`config.mk`:
```
export PLATFORM = sky130hd
export DESIGN_NAME = combo_lock_n
export DESIGN_NICKNAME = d
export VERILOG_FILES = /design/src/rtl/combo_lock_pkg.sv /design/src/rtl/lock_timer.sv /design/src/rtl/combo_lock_n.sv
export SDC_FILE = /design/constraint.sdc
export NUM_CORES = 1
export LEC_CHECK = 0
export ABC_CLOCK_PERIOD_IN_PS = 2400
export CORE_ASPECT_RATIO = 0.5
export CORE_UTILIZATION = 30
export DETAILED_ROUTE_END_ITERATION = 10
export MAX_ROUTING_LAYER = met4
export PLACE_DENSITY = 0.57
export SLEW_MARGIN = 10
export SYNTH_ARGS = -nofsm -noshare
export SYNTH_HDL_FRONTEND = slang
export SYNTH_SLANG_ARGS = --single-unit
```
`constraint.sdc`:
```
create_clock -name clk -period 2.4 [get_ports clk]
set_input_delay 0.24 -clock clk [delete_from_list [all_inputs] [get_ports clk]]
set_output_delay 0.24 -clock clk [all_outputs]
set_load 0.02 [all_outputs]
```
`src/rtl/combo_lock_pkg.sv`:
```
// combo_lock_pkg
//   Shared definitions for the parametrised combination lock:
//   - state encoding (LOCKED/OPEN/ERROR/LOCKOUT) as a 2-bit enum
//   - width helpers used to size counters and the shared timer
package combo_lock_pkg;

  localparam logic [1:0] ST_LOCKED_ENC  = 2'b00;
  localparam logic [1:0] ST_OPEN_ENC    = 2'b01;
  localparam logic [1:0] ST_ERROR_ENC   = 2'b10;
  localparam logic [1:0] ST_LOCKOUT_ENC = 2'b11;

  typedef enum logic [1:0] {
    LOCKED  = ST_LOCKED_ENC,
    OPEN    = ST_OPEN_ENC,
    ERROR   = ST_ERROR_ENC,
    LOCKOUT = ST_LOCKOUT_ENC
  } lock_state_e;

  // Number of bits needed to hold any value in 0..n (never less than 1).
  function automatic int clog2w(input int n);
    return (n < 1) ? 1 : $clog2(n + 1);
  endfunction

  function automatic int max_int(input int a, input int b);
    return (a > b) ? a : b;
  endfunction

endpackage

```
`src/rtl/lock_timer.sv`:
```
// lock_timer
//   Loadable down-counter shared by the lockout and auto-relock intervals.
//   Ports:
//     clk      - rising-edge clock
//     reset    - asynchronous active-low reset (count returns to 0)
//     load     - load load_val this cycle (has priority over en)
//     load_val - value to load
//     en       - decrement by one while non-zero
//     zero     - count is zero (decoded from the registered count)
module lock_timer #(
  parameter int W = 10
) (
  input  logic         clk,
  input  logic         reset,
  input  logic         load,
  input  logic [W-1:0] load_val,
  input  logic         en,
  output logic         zero
);

  logic [W-1:0] count_q;
  logic [W-1:0] count_d;

  // Counting stops at zero so a lingering enable never wraps around.
  always_comb begin
    count_d = count_q;
    if (load) begin
      count_d = load_val;
    end else if (en && (count_q != '0)) begin
      count_d = count_q - 1'b1;
    end
  end

  always_ff @(posedge clk or negedge reset) begin
    if (!reset) begin
      count_q <= '0;
    end else begin
      count_q <= count_d;
    end
  end

  assign zero = (count_q == '0);

endmodule

```
`src/rtl/combo_lock_n.sv`:
```
// combo_lock_n
//   Parametrised Moore combination lock with bounded retries, timed lockout
//   and optional auto-relock. Digits arrive one per enter strobe, digit 0
//   (code bits [DIGIT_W-1:0]) first, and are compared against a code register
//   that can be reprogrammed while the lock is open.
//   Ports:
//     clk        - rising-edge clock
//     reset      - asynchronous active-low reset
//     digit      - digit value, sampled when enter=1
//     enter      - one digit per cycle it is high
//     clear      - abandon current entry / acknowledge an error
//     lock       - relock from OPEN
//     code_load  - load code_in as the new code (only while OPEN)
//     code_in    - new code value
//     open       - lock released
//     error      - wrong code entered or lockout in progress
//     lockout    - lockout timer running
//     digit_cnt  - digits entered so far in the current attempt
//     tries_left - MAX_TRIES minus consecutive failures
module combo_lock_n
  import combo_lock_pkg::*;
#(
  parameter int                          DIGITS         = 4,
  parameter int                          DIGIT_W        = 4,
  parameter logic [DIGITS*DIGIT_W-1:0]   DEFAULT_CODE   = 16'h1234,
  parameter int                          MAX_TRIES      = 3,
  parameter int                          LOCKOUT_CYCLES = 1000,
  parameter int                          RELOCK_CYCLES  = 0
) (
  input  logic                             clk,
  input  logic                             reset,
  input  logic [DIGIT_W-1:0]               digit,
  input  logic                             enter,
  input  logic                             clear,
  input  logic                             lock,
  input  logic                             code_load,
  input  logic [DIGITS*DIGIT_W-1:0]        code_in,
  output logic                             open,
  output logic                             error,
  output logic                             lockout,
  output logic [$clog2(DIGITS+1)-1:0]      digit_cnt,
  output logic [$clog2(MAX_TRIES+1)-1:0]   tries_left
);

  localparam int CW     = $clog2(DIGITS + 1);
  localparam int FW     = $clog2(MAX_TRIES + 1);
  localparam int CODE_W = DIGITS * DIGIT_W;
  localparam int TW     = clog2w(max_int(LOCKOUT_CYCLES, RELOCK_CYCLES));

  localparam bit RELOCK_EN     = (RELOCK_CYCLES > 0);
  localparam int RELOCK_LOAD_I = RELOCK_EN ? (RELOCK_CYCLES - 1) : 0;

  // Timer holds "cycles remaining after this one", so loading N-1 yields a
  // state residency of exactly N cycles.
  localparam logic [TW-1:0] LOCK_LOAD   = TW'(LOCKOUT_CYCLES - 1);
  localparam logic [TW-1:0] RELOCK_LOAD = TW'(RELOCK_LOAD_I);

  lock_state_e         state_q,     state_d;
  logic [CW-1:0]       digit_cnt_q, digit_cnt_d;
  logic                mismatch_q,  mismatch_d;
  logic [FW-1:0]       fail_cnt_q,  fail_cnt_d;
  logic [CODE_W-1:0]   code_q,      code_d;

  logic                timer_load;
  logic [TW-1:0]       timer_val;
  logic                timer_en;
  logic                timer_zero;

  logic [DIGIT_W-1:0]  cur_digit;
  logic                mismatch_next;

  // Expected digit for the current position in the attempt.
  always_comb begin
    cur_digit = '0;
    for (int k = 0; k < DIGITS; k++) begin
      if (digit_cnt_q == CW'(k)) begin
        cur_digit = code_q[k*DIGIT_W +: DIGIT_W];
      end
    end
  end

  // Accumulated mismatch including the digit being entered now; a wrong
  // digit is only remembered, never acted on until the final digit.
  assign mismatch_next = mismatch_q | (digit != cur_digit);

  // Timer only counts in the states that own it.
  assign timer_en = (state_q == LOCKOUT) || (RELOCK_EN && (state_q == OPEN));

  lock_timer #(
    .W (TW)
  ) u_timer (
    .clk      (clk),
    .reset    (reset),
    .load     (timer_load),
    .load_val (timer_val),
    .en       (timer_en),
    .zero     (timer_zero)
  );

  // Next-state and counter update.
  always_comb begin
    state_d     = state_q;
    digit_cnt_d = digit_cnt_q;
    mismatch_d  = mismatch_q;
    fail_cnt_d  = fail_cnt_q;
    code_d      = code_q;
    timer_load  = 1'b0;
    timer_val   = LOCK_LOAD;

    case (state_q)
      LOCKED: begin
        if (clear) begin
          // clear wins over a simultaneous enter; the digit is discarded
          digit_cnt_d = '0;
          mismatch_d  = 1'b0;
        end else if (enter) begin
          if (digit_cnt_q == CW'(DIGITS - 1)) begin
            digit_cnt_d = '0;
            mismatch_d  = 1'b0;
            if (!mismatch_next) begin
              state_d    = OPEN;
              fail_cnt_d = '0;
              if (RELOCK_EN) begin
                timer_load = 1'b1;
                timer_val  = RELOCK_LOAD;
              end
            end else begin
              if (fail_cnt_q != FW'(MAX_TRIES)) begin
                fail_cnt_d = fail_cnt_q + 1'b1;
              end
              if (fail_cnt_q == FW'(MAX_TRIES - 1)) begin
                state_d    = LOCKOUT;
                timer_load = 1'b1;
                timer_val  = LOCK_LOAD;
              end else begin
                state_d = ERROR;
              end
            end
          end else begin
            digit_cnt_d = digit_cnt_q + 1'b1;
            mismatch_d  = mismatch_next;
          end
        end
      end

      ERROR: begin
        if (clear) begin
          state_d = LOCKED;
        end
      end

      LOCKOUT: begin
        // Keypad is dead until the timer runs out; retries are then restored.
        if (timer_zero) begin
          state_d    = LOCKED;
          fail_cnt_d = '0;
        end
      end

      OPEN: begin
        // A code load and a relock in the same cycle both take effect.
        if (code_load) begin
          code_d = code_in;
        end
        if (lock) begin
          state_d = LOCKED;
        end else if (RELOCK_EN && timer_zero) begin
          state_d = LOCKED;
        end
      end

      default: begin
        state_d = LOCKED;
      end
    endcase
  end

  always_ff @(posedge clk or negedge reset) begin
    if (!reset) begin
      state_q     <= LOCKED;
      digit_cnt_q <= '0;
      mismatch_q  <= 1'b0;
      fail_cnt_q  <= '0;
      code_q      <= DEFAULT_CODE;
    end else begin
      state_q     <= state_d;
      digit_cnt_q <= digit_cnt_d;
      mismatch_q  <= mismatch_d;
      fail_cnt_q  <= fail_cnt_d;
      code_q      <= code_d;
    end
  end

  // Moore outputs, decoded purely from registered state and counters.
  assign open       = (state_q == OPEN);
  assign error      = (state_q == ERROR) || (state_q == LOCKOUT);
  assign lockout    = (state_q == LOCKOUT);
  assign digit_cnt  = digit_cnt_q;
  assign tries_left = FW'(MAX_TRIES) - fail_cnt_q;

endmodule

```
==> results.toml, run 1 <==
[synth]
synth_top_area_frac = 0.3796
synth_edf_count = 0
syn_nets = 214
yosysTopAreaCell = "dfrtp_1"
avgSynthCellArea_um2 = 10.56
synth.area.top_cells = "dfrtp_1 38%, mux2_2 9.4%, dfstp_2 6.9%"
synth_area_um2 = 1912
synth-seq-area-share = 0.4483
ys_ff_latch = 34
yosysWarnings = 0
synthCells = 181
synth-main-ff-cell = "dfrtp_1"
synth_cell_types = 48
async_flop_share = 1.000

[routing]
ant_nets = 0
viasPerCell = 4.803
wl_per_cell_um = 13.47
vias = 1489
route.detailed.drc = 0
dr.pass1.iters = 4
drt_iter0_drc = 45
wirelength_um = 4176

[floorplan]
die_area_um2 = 6716
die_w_um = 114.9
rows = 20
coreArea_um2 = 6106
start_util = 0.3131
ios = 34
die_h_um = 58.45

[finish]
final_util = 0.4174
num-nets-final = 254
n_fill_cell = 607
antenna_cells = 0
layout-drive-gt1-share = 0.2117
syn2layout_area_growth_pct = 33.31
stdcell_count = 310

[setup_path]
end_kind = "register"
path_cells = "inv_2, ha_2, nand3b_1, a21oi_1, mux2_1, a211oi_4, nand2_1, a32o_1"
critical_path.slowest_cell = "dfrtp_1"
ff2ff_path_depth = 8
reg2reg_slack_ns = 0.12
worstSetupPathType = "reg -> reg"
worst-path-buf-inv = 1
reg2reg_from = "digit_cnt[0]$_DFFE_PN0P_"
required_ns = 2.57
cp-endpoint = "fail_cnt_q[1]$_DFFE_PN0P_"
crit_path_start_kind = "register"
r2r_end = "fail_cnt_q[1]$_DFFE_PN0P_"
crit_start = "digit_cnt[0]$_DFFE_PN0P_"
slowest_delay_ns = 0.42
path_depth = 8
cp_max_fo = 5
crit_family = "compound AO/OA/AOI/OAI gates"
crit_arrival_ns = 2.45

[sta]
worstMarginPinSlew_ns = 0.6703
max_slew_margin = 0.5521
clock.fmax_mhz = 438.0
slew_violations = 0
worst_slack_ns = 0.1168
rsz0062_at_grt = "false"
period_minus_slack_ns = 2.283
post-route-period-util = 0.9513
skew_ns = 0.004930
holdWs_ns = 0.3754
setup_viol = 0
finalHoldViolations = 0

[grt]
busiest_layer = "met2"
met3_usage = 0.03605
grt_overflow = 0
grt_pass1_wl_um = 7079
grtUsageMet2 = 0.2031
grt_pass1_vias = 1467
grt_usage = 0.1411
antenna_found_initial = 0
use_met1 = 0.1960
grt_start_max_net_pins = 35

[place]
place_ws_ns = -0.02790
numPlacedInstances = 299
hpwl_um = 3044
place.gp.congestion = 0.7736
portBuffers = 33

[power_and_ir_drop]
p_seq_frac = 0.404
switchingPower_w = 0.0004634
internal-power_w = 0.001247
p_sw_frac = 0.2709
clockPowerShare = 0.378
max-vdd-ir-drop_mv = 0.3186
pwr_density_cell_nw_per_um2 = 671.0
pwr-share-comb = 0.218
p_leak_nw = 1.029

[clocking]
cts_buffers = 5
root_buffer = "clkbuf_16"
cts.sinks = 34
clkLatencyLatePin_ns = 0.28
cts_hold_buffers = 0
clockBufferDepth = 2
clk_pin_slew_ns = 0.06
cts_tree = "done"
htreeDepth = 2

[min_path]
hold_class = "in -> async"

[status]
status = "completed"

[run]
maxCapViolations = 0
-- worst min-delay path by stage --
stage / startpoint / endpoint / slack, ns / depth (start not counted)
2_1_floorplan: reset / code_q[0]$_DFFE_PN0P_ / -0.06 / 0
6_report: reset / code_q[7]$_DFFE_PN0P_ / 0.38 / 2
3_5_place_dp: mismatch_q$_DFFE_PN0P_ / mismatch_q$_DFFE_PN0P_ / 0.50 / 1
5_1_grt: reset / code_q[7]$_DFFE_PN0P_ / 0.41 / 2
3_3_place_gp: code_q[11]$_DFFE_PN0P_ / code_q[11]$_DFFE_PN0P_ / 0.49 / 1
4_1_cts: reset / state_q[1]$_DFFE_PN0P_ / 0.39 / 2
-- power groups by stage --
stage	Clock, W	Combinational (W)	Sequential, W
2_1_floorplan	0	0.000219	0.000687
3_3_place_gp	0	0.000343	0.000700
5_1_grt	0.000694	0.000413	0.000701
3_5_place_dp	0	0.000349	0.000699
4_1_cts	0.000660	0.000361	0.000690
6_report	0.000646	0.000374	0.000691
-- cell families after synthesis --
family          count (synthesis)  synth area share
fa+ha+maj                       7           0.04581
compound gates                 42            0.1617
mux                            17            0.1001
flops                          34            0.4483
simple gates                   52            0.1577
xor+xnor                       10           0.04581
buf+inv                        19           0.04058
-- metal layers --
metal,routed length [um],share of wire,vias up
li1,-,-,733
met1,2075,0.50,727
met2,1901,0.46,23
met3,152,0.036,6
met4,46,0.011,0
met5,0,0,-
-- sequential cells by signal, indices dropped and copies added, names as in the netlist --
signal and flops:
u_timer.count_q 10, state_q 2, code_q 16, fail_cnt_q 2, digit_cnt 3, mismatch_q 1
-- cells in the mapped netlist (2+ instances only) --
cell      instances
or4_1             2
nor3_1            5
a21oi_1           9
mux2_2           16
o21ai_0           6
o211ai_1          3
inv_1            14
a22o_1            3
buf_2             2
a211oi_1          3
nand3b_1          5
or3_1             3
nor2b_1           3
o22ai_1           2
nand2_1          16
ha_1              7
dfstp_2           5
nand2b_1          2
dfrtp_1          29
xor2_1            2
nor2_1            7
and3_1            2
a32o_1            2
clkbuf_1          2
xnor2_1           8
-- worst reg2reg max path: cells and delay by family, from the launching register on --
family	cells	cell delay [ns]
buf+inv	1	0.13
compound gates	3	0.77
fa+ha+maj	1	0.22
flops	1	0.42
simple gates	2	0.25
mux	1	0.38
-- metrics by stage --
step / instance area, um2 / TNS (ns) / total power, W
3_5_place_dp: 2342 / -0.07267 / 0.001048
5_1_grt: 2549 / 0 / 0.001808
6_report: 2549 / 0 / 0.001710
2_1_floorplan: 1912 / 0 / 0.0009060
4_1_cts: 2515 / 0 / 0.001711
3_3_place_gp: 2342 / 0 / 0.001043
-- layout make-up --
class                   count  area [um2]  share of cell area
repair buffers             38       367.9              0.1443
well taps                  88       110.1             0.04320
clock buffers               7       142.6             0.05596
flip-flops and latches     34       857.1              0.3363
multi-input cells         128        1013              0.3976
clock inverters             1       5.005            0.001964
inverters                  14       52.55             0.02062
-- repair_timing --
item                                    CTS  global route
setup buffers                             2             1
gates resized for setup                   2             8
pin swaps                                 0             2
endpoints found under the setup margin    4            14
-- placed cells by master (no fill, tap or decap), types with 3 or more instances in the layout --
| cell | Yosys | final |
|---|---|---|
| ha_2 | 0 | 3 |
| a21oi_1 | 9 | 9 |
| xnor2_1 | 8 | 8 |
| a22o_1 | 3 | 3 |
| clkdlybuf4s50_1 | 0 | 33 |
| o21ai_0 | 6 | 6 |
| inv_1 | 14 | 13 |
| buf_4 | 1 | 5 |
| nor2_1 | 7 | 7 |
| o211ai_1 | 3 | 3 |
| mux2_2 | 16 | 16 |
| ha_1 | 7 | 3 |
| nand2_1 | 16 | 16 |
| nand3b_1 | 5 | 5 |
| dfstp_2 | 5 | 5 |
| nor3_1 | 5 | 5 |
| or3_1 | 3 | 3 |
| clkbuf_16 | 0 | 5 |
| dfrtp_1 | 29 | 29 |
Power figures use the tool's default switching activity.
==> inputs of run 2 (changes only) <==
CORE_ASPECT_RATIO = 0.7   (was 0.5)
HOLD_SLACK_MARGIN = 0.02   (was default)
SLEW_MARGIN = 0   (was 10)
==> run 2 against run 1 <==
Register-to-register slack about the same. First-iteration DRC count up 120%. Sequential cell count did not move. Setup slack worse by 0.0098 ns. Cell area shrank 0.64%. Routed wire length is 9.9% higher. Non-clock buffer count up 4. Utilization rose by 0.98 points.
==> results.toml, run 2 (same netlist as run 1, synthesis figures left out) <==
[routing]
viasPerCell = 5.073
vias = 1527
dr.pass1.iters = 4
ant_nets = 0
wl_per_cell_um = 15.25
route.detailed.drc = 0
drt_iter0_drc = 101
wirelength_um = 4591

[grt]
grt_pass1_vias = 1417
grt_pass1_wl_um = 7314
grt_overflow = 0
grt_usage = 0.1471
antenna_found_initial = 0
grt_start_max_net_pins = 35

[clocking]
cts_tree = "done"
htreeDepth = 2
clk_pin_slew_ns = 0.07
clkLatencyLatePin_ns = 0.28
cts_buffers = 5
root_buffer = "clkbuf_8"
clockBufferDepth = 2
cts.sinks = 34

[status]
status = "completed"

[sta]
worstMarginPinSlew_ns = 0.6014
period_minus_slack_ns = 2.293
skew_ns = 0.007098
max_slew_margin = 0.5960
clock.fmax_mhz = 436.1
post-route-period-util = 0.9554
setup_viol = 0
slew_violations = 0
finalHoldViolations = 0

[floorplan]
die_area_um2 = 6701
die_w_um = 97.42
coreArea_um2 = 5928
die_h_um = 68.79
ios = 34
rows = 23
start_util = 0.3225

[finish]
largest_reg_flops = 16
layout-drive-gt1-share = 0.2434
antenna_cells = 0
syn2layout_area_growth_pct = 32.46
final_util = 0.4272
layout_commonest_cell = "clkdlybuf4s50_1"
layout_common_cells = "33 x clkdlybuf4s50_1, 28 x dfrtp_1, 16 x mux2_2"
num-nets-final = 258
top_register = "code_q"

[setup_path]
crit_path_start_kind = "register"
crit_arrival_ns = 2.46
cp_max_fo = 5
end_kind = "register"
required_ns = 2.57
worstSetupPathType = "reg -> reg"

[place]
hpwl_um = 3397
portBuffers = 33
place.gp.congestion = 0.8859

[run]
maxCapViolations = 0

[power_and_ir_drop]
p_leak_nw = 1.026
pwr_density_cell_nw_per_um2 = 598.2
fin_total_pwr_w = 0.001515
max-vdd-ir-drop_mv = 0.2515

[min_path]
hold_class = "in -> async"
-- run 2: routing by layer --
layer  global-route usage  vias up  share of wire
met5                    -        -              0
met4              0.02757        0         0.0048
met3              0.03831        3          0.050
met2               0.2010       38           0.42
met1               0.2163      743           0.53
li1                     -      743              -
-- run 2: path summary, 6_finish.rpt --
path,endpoint,from,slack (ns),cells after the start
setup / recovery,mismatch_q$_DFFE_PN0P_,digit_cnt[0]$_DFFE_PN0P_,0.11,8
hold / removal,u_timer.count_q[1]$_DFFE_PN0P_,reset,0.36,2
setup reg to reg,mismatch_q$_DFFE_PN0P_,digit_cnt[0]$_DFFE_PN0P_,0.11,8
hold reg to reg,code_q[11]$_DFFE_PN0P_,code_q[11]$_DFFE_PN0P_,0.51,1
max in group asynchronous,code_q[5]$_DFFE_PN1P_,reset,1.68,2
min in group clk,code_q[11]$_DFFE_PN0P_,code_q[11]$_DFFE_PN0P_,0.51,1
-- run 2: repair_timing --
action	in CTS	in global routing
hold buffers	0	0
buffers inserted	0	2
endpoints found under the setup margin	0	14
endpoints found under the hold margin	0	0
gates resized for setup	0	17
-- run 2: final cells by class --
class	count	area, um2
clock buffers	7	86.33
clock inverters	1	5.005
fillers	590	3396
inverters	14	55.05
multi-input cells	128	1036
flip-flops and latches	34	858.3
well taps	75	93.84
repair buffers	42	397.9
-- run 2: where the power goes --
| part | total (W) | switching (W) | internal, W |
|---|---|---|---|
| Clock | 0.000439 | 0.000208 | 0.000231 |
| Combinational | 0.000380 | 0.000184 | 0.000196 |
| Sequential | 0.000695 | 0.0000556 | 0.000640 |
-- run 2: critical path, stage by stage (launching register included) --
cell and delay [ns]:
dfrtp_2 0.46, inv_4 0.10, ha_2 0.22, nand3b_1 0.12
and4_1 0.21, a2111o_1 0.32, nor4_4 0.37, nand2_2 0.13
a32o_1 0.26
-- run 2: through the flow --
stage | instance area, um2 | TNS, ns | setup slack [ns] | cells | hold WS, ns
final | 2532 | 0 | 0.1070 | 301 | 0.3642
after global routing | 2532 | -0.1656 | -0.04901 | 301 | 0.3976
after CTS | 2455 | 0 | 0.006654 | 299 | 0.3835
after detailed placement | 2364 | 0 | 0.01805 | 291 | 0.4973
after global placement | 2364 | 0 | 0.05559 | 291 | 0.4940
after floorplan | 1912 | 0 | 0.06180 | 181 | -0.05559
==> inputs of run 3 (changes only) <==
DONT_BUFFER_PORTS = 1   (was default)
HOLD_SLACK_MARGIN = 0.03   (was 0.02)
PLACE_DENSITY = 0.51   (was 0.57)
==> run 3 against run 2 <==
Cell area shrank 12%. Combinational power down 20%. Utilization is 5.1 points lower. Total power down 0.65%. Clock-buffer cell count is the same. Sequential share of layout area is 4.6 points higher. Largest cell class unchanged.
==> results.toml, run 3 (same netlist as run 1, synthesis figures left out) <==
[status]
status = "completed"

[power_and_ir_drop]
max-vdd-ir-drop_mv = 0.2179
switchingPower_w = 0.0004149
p_sw_frac = 0.2757
clockPowerShare = 0.338
pwr_density_cell_nw_per_um2 = 674.2
p_leak_nw = 0.9165
internal-power_w = 0.001090
pwr-share-comb = 0.203
p_seq_frac = 0.460

[sta]
period_minus_slack_ns = 2.264
max_slew_margin = 0.5538
finalHoldViolations = 0
post-route-period-util = 0.9433
setup_viol = 0
worstMarginPinSlew_ns = 0.6677
skew_ns = 0.008620
clock.fmax_mhz = 441.7
slew_violations = 0

[place]
place.gp.congestion = 0.8666
hpwl_um = 3283
numPlacedInstances = 259
portBuffers = 0

[finish]
num-nets-final = 227
largest_reg_flops = 16
antenna_cells = 0
layout_common_cells = "28 x dfrtp_1, 16 x mux2_2, 15 x nand2_1"
multi_input_area_um2 = 1023
top_register = "code_q"
stdcell_count = 270
layout_commonest_cell = "dfrtp_1"
layout-drive-gt1-share = 0.2718
ff_latch_area_um2 = 858.3
syn2layout_area_growth_pct = 16.75
final_util = 0.3765
n_fill_cell = 608

[setup_path]
crit_arrival_ns = 2.43
crit_path_start_kind = "register"
end_kind = "register"
worstSetupPathType = "reg -> reg"
path_cells = "inv_1, ha_2, nand3b_1, and4_1, a2111o_1, nor4_4, a211oi_2, a211o_1"
slowest_delay_ns = 0.43
ff2ff_path_depth = 8
cp_max_fo = 8
reg2reg_from = "digit_cnt[1]$_DFFE_PN0P_"
reg2reg_slack_ns = 0.14
required_ns = 2.57
critical_path.slowest_cell = "dfrtp_2"
r2r_end = "u_timer.count_q[8]$_DFFE_PN0P_"

[grt]
antenna_found_initial = 0
grt_overflow = 0
grt_pass1_wl_um = 6837
grt_start_max_net_pins = 35
grt_pass1_vias = 1236
grt_usage = 0.1384

[floorplan]
die_w_um = 97.42
die_area_um2 = 6701
start_util = 0.3225
rows = 23
ios = 34
coreArea_um2 = 5928
die_h_um = 68.79

[min_path]
worstHoldEndpoint = "digit_cnt[0]$_DFFE_PN0P_"
hold_class = "in -> reg"
hold_depth = 1
min-delay-start = "clear"

[clocking]
htreeDepth = 2
clk_pin_slew_ns = 0.07
cts.sinks = 34
clkLatencyLatePin_ns = 0.28
clockBufferDepth = 2
cts_tree = "done"
cts_buffers = 5
root_buffer = "clkbuf_8"

[routing]
wirelength_um = 4335
ant_nets = 0
dr.pass1.iters = 4
route.detailed.drc = 0
drt_iter0_drc = 94
vias = 1387
wl_per_cell_um = 16.06
viasPerCell = 5.137

[run]
maxCapViolations = 0
-- run 3: cell types whose count changed in the layout (fill, tap and decap cells not counted), sizes merged --
cell,delta
buf,+1
bufinv,+1
clkdlybuf4s50,-33
clkinv,-1
dlygate4sd3,+1
-- run 3: repair_timing --
item,CTS,global route
setup endpoints to repair,0,15
gates resized for setup,0,12
hold buffers,2,0
buffers inserted,0,1
endpoints found under the hold margin,34,0
-- run 3: layout make-up --
class                      instances  area share
multi-input combinational        128      0.4585
timing repair buffer              11     0.04372
tap                               75     0.04204
clock buffer                       7     0.03419
clock inverter                     1     0.01345
inverter                          14     0.02354
sequential                        34      0.3845
-- run 3: how the worst max path moves through the flow --
stage                                  start                        endpoint  slack (ns)
global placement    digit_cnt[1]$_DFFE_PN0P_       fail_cnt_q[1]$_DFFE_PN0P_        0.11
detailed placement  digit_cnt[1]$_DFFE_PN0P_       fail_cnt_q[1]$_DFFE_PN0P_        0.05
finish              digit_cnt[1]$_DFFE_PN0P_  u_timer.count_q[8]$_DFFE_PN0P_        0.14
CTS                 digit_cnt[1]$_DFFE_PN0P_       fail_cnt_q[1]$_DFFE_PN0P_        0.03
floorplan           digit_cnt[0]$_DFFE_PN0P_  u_timer.count_q[8]$_DFFE_PN0P_        0.06
global route        digit_cnt[1]$_DFFE_PN0P_       fail_cnt_q[1]$_DFFE_PN0P_      -0.004
-- run 3: through the flow --
stage,setup TNS [ns],hold WS [ns],power [W],area (um2),worst slack [ns]
after global routing,-0.005830,0.04773,0.001592,2232,-0.003999
after detailed placement,0,-0.05478,0.0009668,2041,0.05012
final,0,0.05327,0.001505,2232,0.1362
after CTS,0,0.04725,0.001502,2177,0.03159
after global placement,0,-0.05476,0.0009651,2041,0.1094
after floorplan,0,-0.05559,0.0009060,1912,0.06180
-- run 3: power groups by stage --
stage	Clock, W	Combinational (W)	Sequential (W)
2_1_floorplan	0	0.000219	0.000687
3_3_place_gp	0	0.000265	0.000701
3_5_place_dp	0	0.000265	0.000702
4_1_cts	0.000527	0.000284	0.000691
5_1_grt	0.000554	0.000338	0.000700
6_report	0.000508	0.000305	0.000692
-- run 3: per-layer routing --
| metal | wire length, um | vias up | global-route usage |
|---|---|---|---|
| li1 | - | 677 | - |
| met1 | 2294 | 669 | 0.1999 |
| met2 | 1707 | 37 | 0.1792 |
| met3 | 293 | 4 | 0.04637 |
| met4 | 40 | 0 | 0.03860 |
| met5 | 0 | - | - |
-- run 3: critical path: cells and delay by family (launching register included) --
kind / cells / cell delay (ns)
simple gates: 3 / 0.72
compound gates: 3 / 0.71
buf+inv: 1 / 0.08
fa+ha+maj: 1 / 0.22
flops: 1 / 0.43
==> patch (config.mk and constraints of run 3) <==
The parameter `MAX_TRIES` goes from 3 to 6.
--- a/src/rtl/combo_lock_n.sv
+++ b/src/rtl/combo_lock_n.sv
@@ -24,5 +24,5 @@
   parameter int                          DIGIT_W        = 4,
   parameter logic [DIGITS*DIGIT_W-1:0]   DEFAULT_CODE   = 16'h1234,
-  parameter int                          MAX_TRIES      = 3,
+  parameter int                          MAX_TRIES      = 6,
   parameter int                          LOCKOUT_CYCLES = 1000,
   parameter int                          RELOCK_CYCLES  = 0
Interface: changed (resized tries_left); port bits go from 34 to 35. The function was not compared with the original's and may differ.
==> patch against run 3 <==
  * Power shrank 2.9%
  * Sequential cell count grew 1
  * Clock power grew 5.5%
  * Wire length grew 13%
  * Design area grew 8.1%
  * Area after synthesis grew 5.0%
  * Sequential share of layout area shrank 1.9 points
  * Worst setup slack lost 72 ps
  * Largest cell class unchanged
==> patch: results (changes against run 3) <==
| Metric | Value |
|---|---|
| Share of cells above drive strength 1 | 27.7% (+0.55 points) |
| Cell area after placement | 2230 sq um (+9.4%) |
| Non-clock inverters | 13 (-1) |
| Leak | 1.02 nW (+12%) |
| Post-synthesis sequential area ratio | 43.9% (-0.90 points) |
| Worst-margin pin slew | 481 ps (-187 ps) |
| Arr. time, crit path | 2490 ps (+60 ps) |
| Sequential share of cell area | 36.6% (-1.9 points) |
| R2R Setup Slk | 60 ps (-70 ps) |
| Reg2reg path depth | 6 (-2) |
| First-pass GRT wire length | 8090 microns (+18%) |
| Met2 usage | 20.0% (+2.1 points) |
| Non-clock buffers | 22 (+11) |
| Endpoint, Worst Hold | digit_cnt[1] |
| Clock buf count | 5 (-2) |
| Gpl congestion | 0.784 (-9.5%) |
| Met2 WL | 1990 microns (+17%) |
| DR WL met3 | 200 microns (-32%) |
| Clock-cell share of area | 4.67% (-0.099 points) |
| DP HPWL | 3470 microns (+5.8%) |
| Status | finished, final reports clean |
| Area contributors post-synth | dfrtp_1 (37%), mux2_2 (9.5%), dfstp_2 (6.5%) |
| Largest net degree at the start of global routing | 36 (+2.9%) |
| Maximum net fanout on the critical path | 7 (-1) |
| Reg-to-Reg Start | code_q[9] |
| Routing usage on met1 | 23.5% (+3.5 points) |
| Area of the multi-input gates | 1070 sq um (+4.6%) |
| Net Count, Synth | 230 (+7.5%) |
| Worst IR Drop VDD | 0.000243 V (+12%) |
| FFs & Latches | 35 (+2.9%) |
| CP delay by family, top | compound AO/OA/AOI/OAI gates |
| DR WL/cell | 15.7 microns (-2.0%) |
| Area Growth Syn to Fin | 20.2% |
| Fraction of area in non-clock buffers | 7.62% (+3.2 points) |
| Pwr dens | 606 nW/um^2 (-10%) |
| Drt via density | 5.03 (-2.0%) |
| Clock skew | 6.62 ps (-2.00 ps) |
-- patch: worst max path at each step --
| stage | end | slack (ps) | cells past startpoint |
|---|---|---|---|
| 5_1_grt | fail_cnt_q[1] | -40 | 7 |
| 4_1_cts | u_timer.count_q[8] | 8 | 8 |
| 3_3_place_gp | u_timer.count_q[1] | -70 | 8 |
| 6_report | u_timer.count_q[8] | 60 | 6 |
| 2_1_floorplan | u_timer.count_q[1] | 2 | 9 |
| 3_5_place_dp | u_timer.count_q[1] | -140 | 8 |
-- patch: timing repair --
item | 4_1_cts | 5_1_grt
gates cloned | 1 | 0
setup buffers | 0 | 0
setup endpoints to repair | 13 | 15
resized for setup | 2 | 7
hold endpoints to repair | 35 | 0
pin swaps | 1 | 4
hold buffers | 2 | 0
-- patch: through the flow --
| step | hold slack (ps) | instances | total power [W] | setup WS (ps) | util, % |
|---|---|---|---|---|---|
| 6_report | 42.1 | 311 | 0.00146 | 63.7 | 38.1 |
| 5_1_grt | 30.7 | 311 | 0.00154 | -43.3 | 38.1 |
| 4_1_cts | 30.2 | 311 | 0.00148 | 7.67 | 37.8 |
| 3_5_place_dp | -54.3 | 300 | 0.000899 | -137 | 35.2 |
| 3_3_place_gp | -55.0 | 300 | 0.000901 | -66.1 | 35.2 |
| 2_1_floorplan | -55.6 | 196 | 0.000852 | 2.16 | - |
-- patch: power by group --
group	switching [W]	total, W	leakage (nW)	internal (W)
sequential	0.0000439	0.000663	0.420	0.000619
combinational	0.000157	0.000263	0.545	0.000107
clock	0.000227	0.000536	0.0581	0.000309
-- patch: kinds of logic after synthesis --
kind of cell | after synthesis | share of synthesized area [%]
mux | 20 | 11.0
buf+inv | 20 | 4.42
fa+ha+maj | 8 | 4.98
flops | 35 | 43.9
compound gates | 43 | 16.0
simple gates | 58 | 14.4
xor+xnor | 12 | 5.23
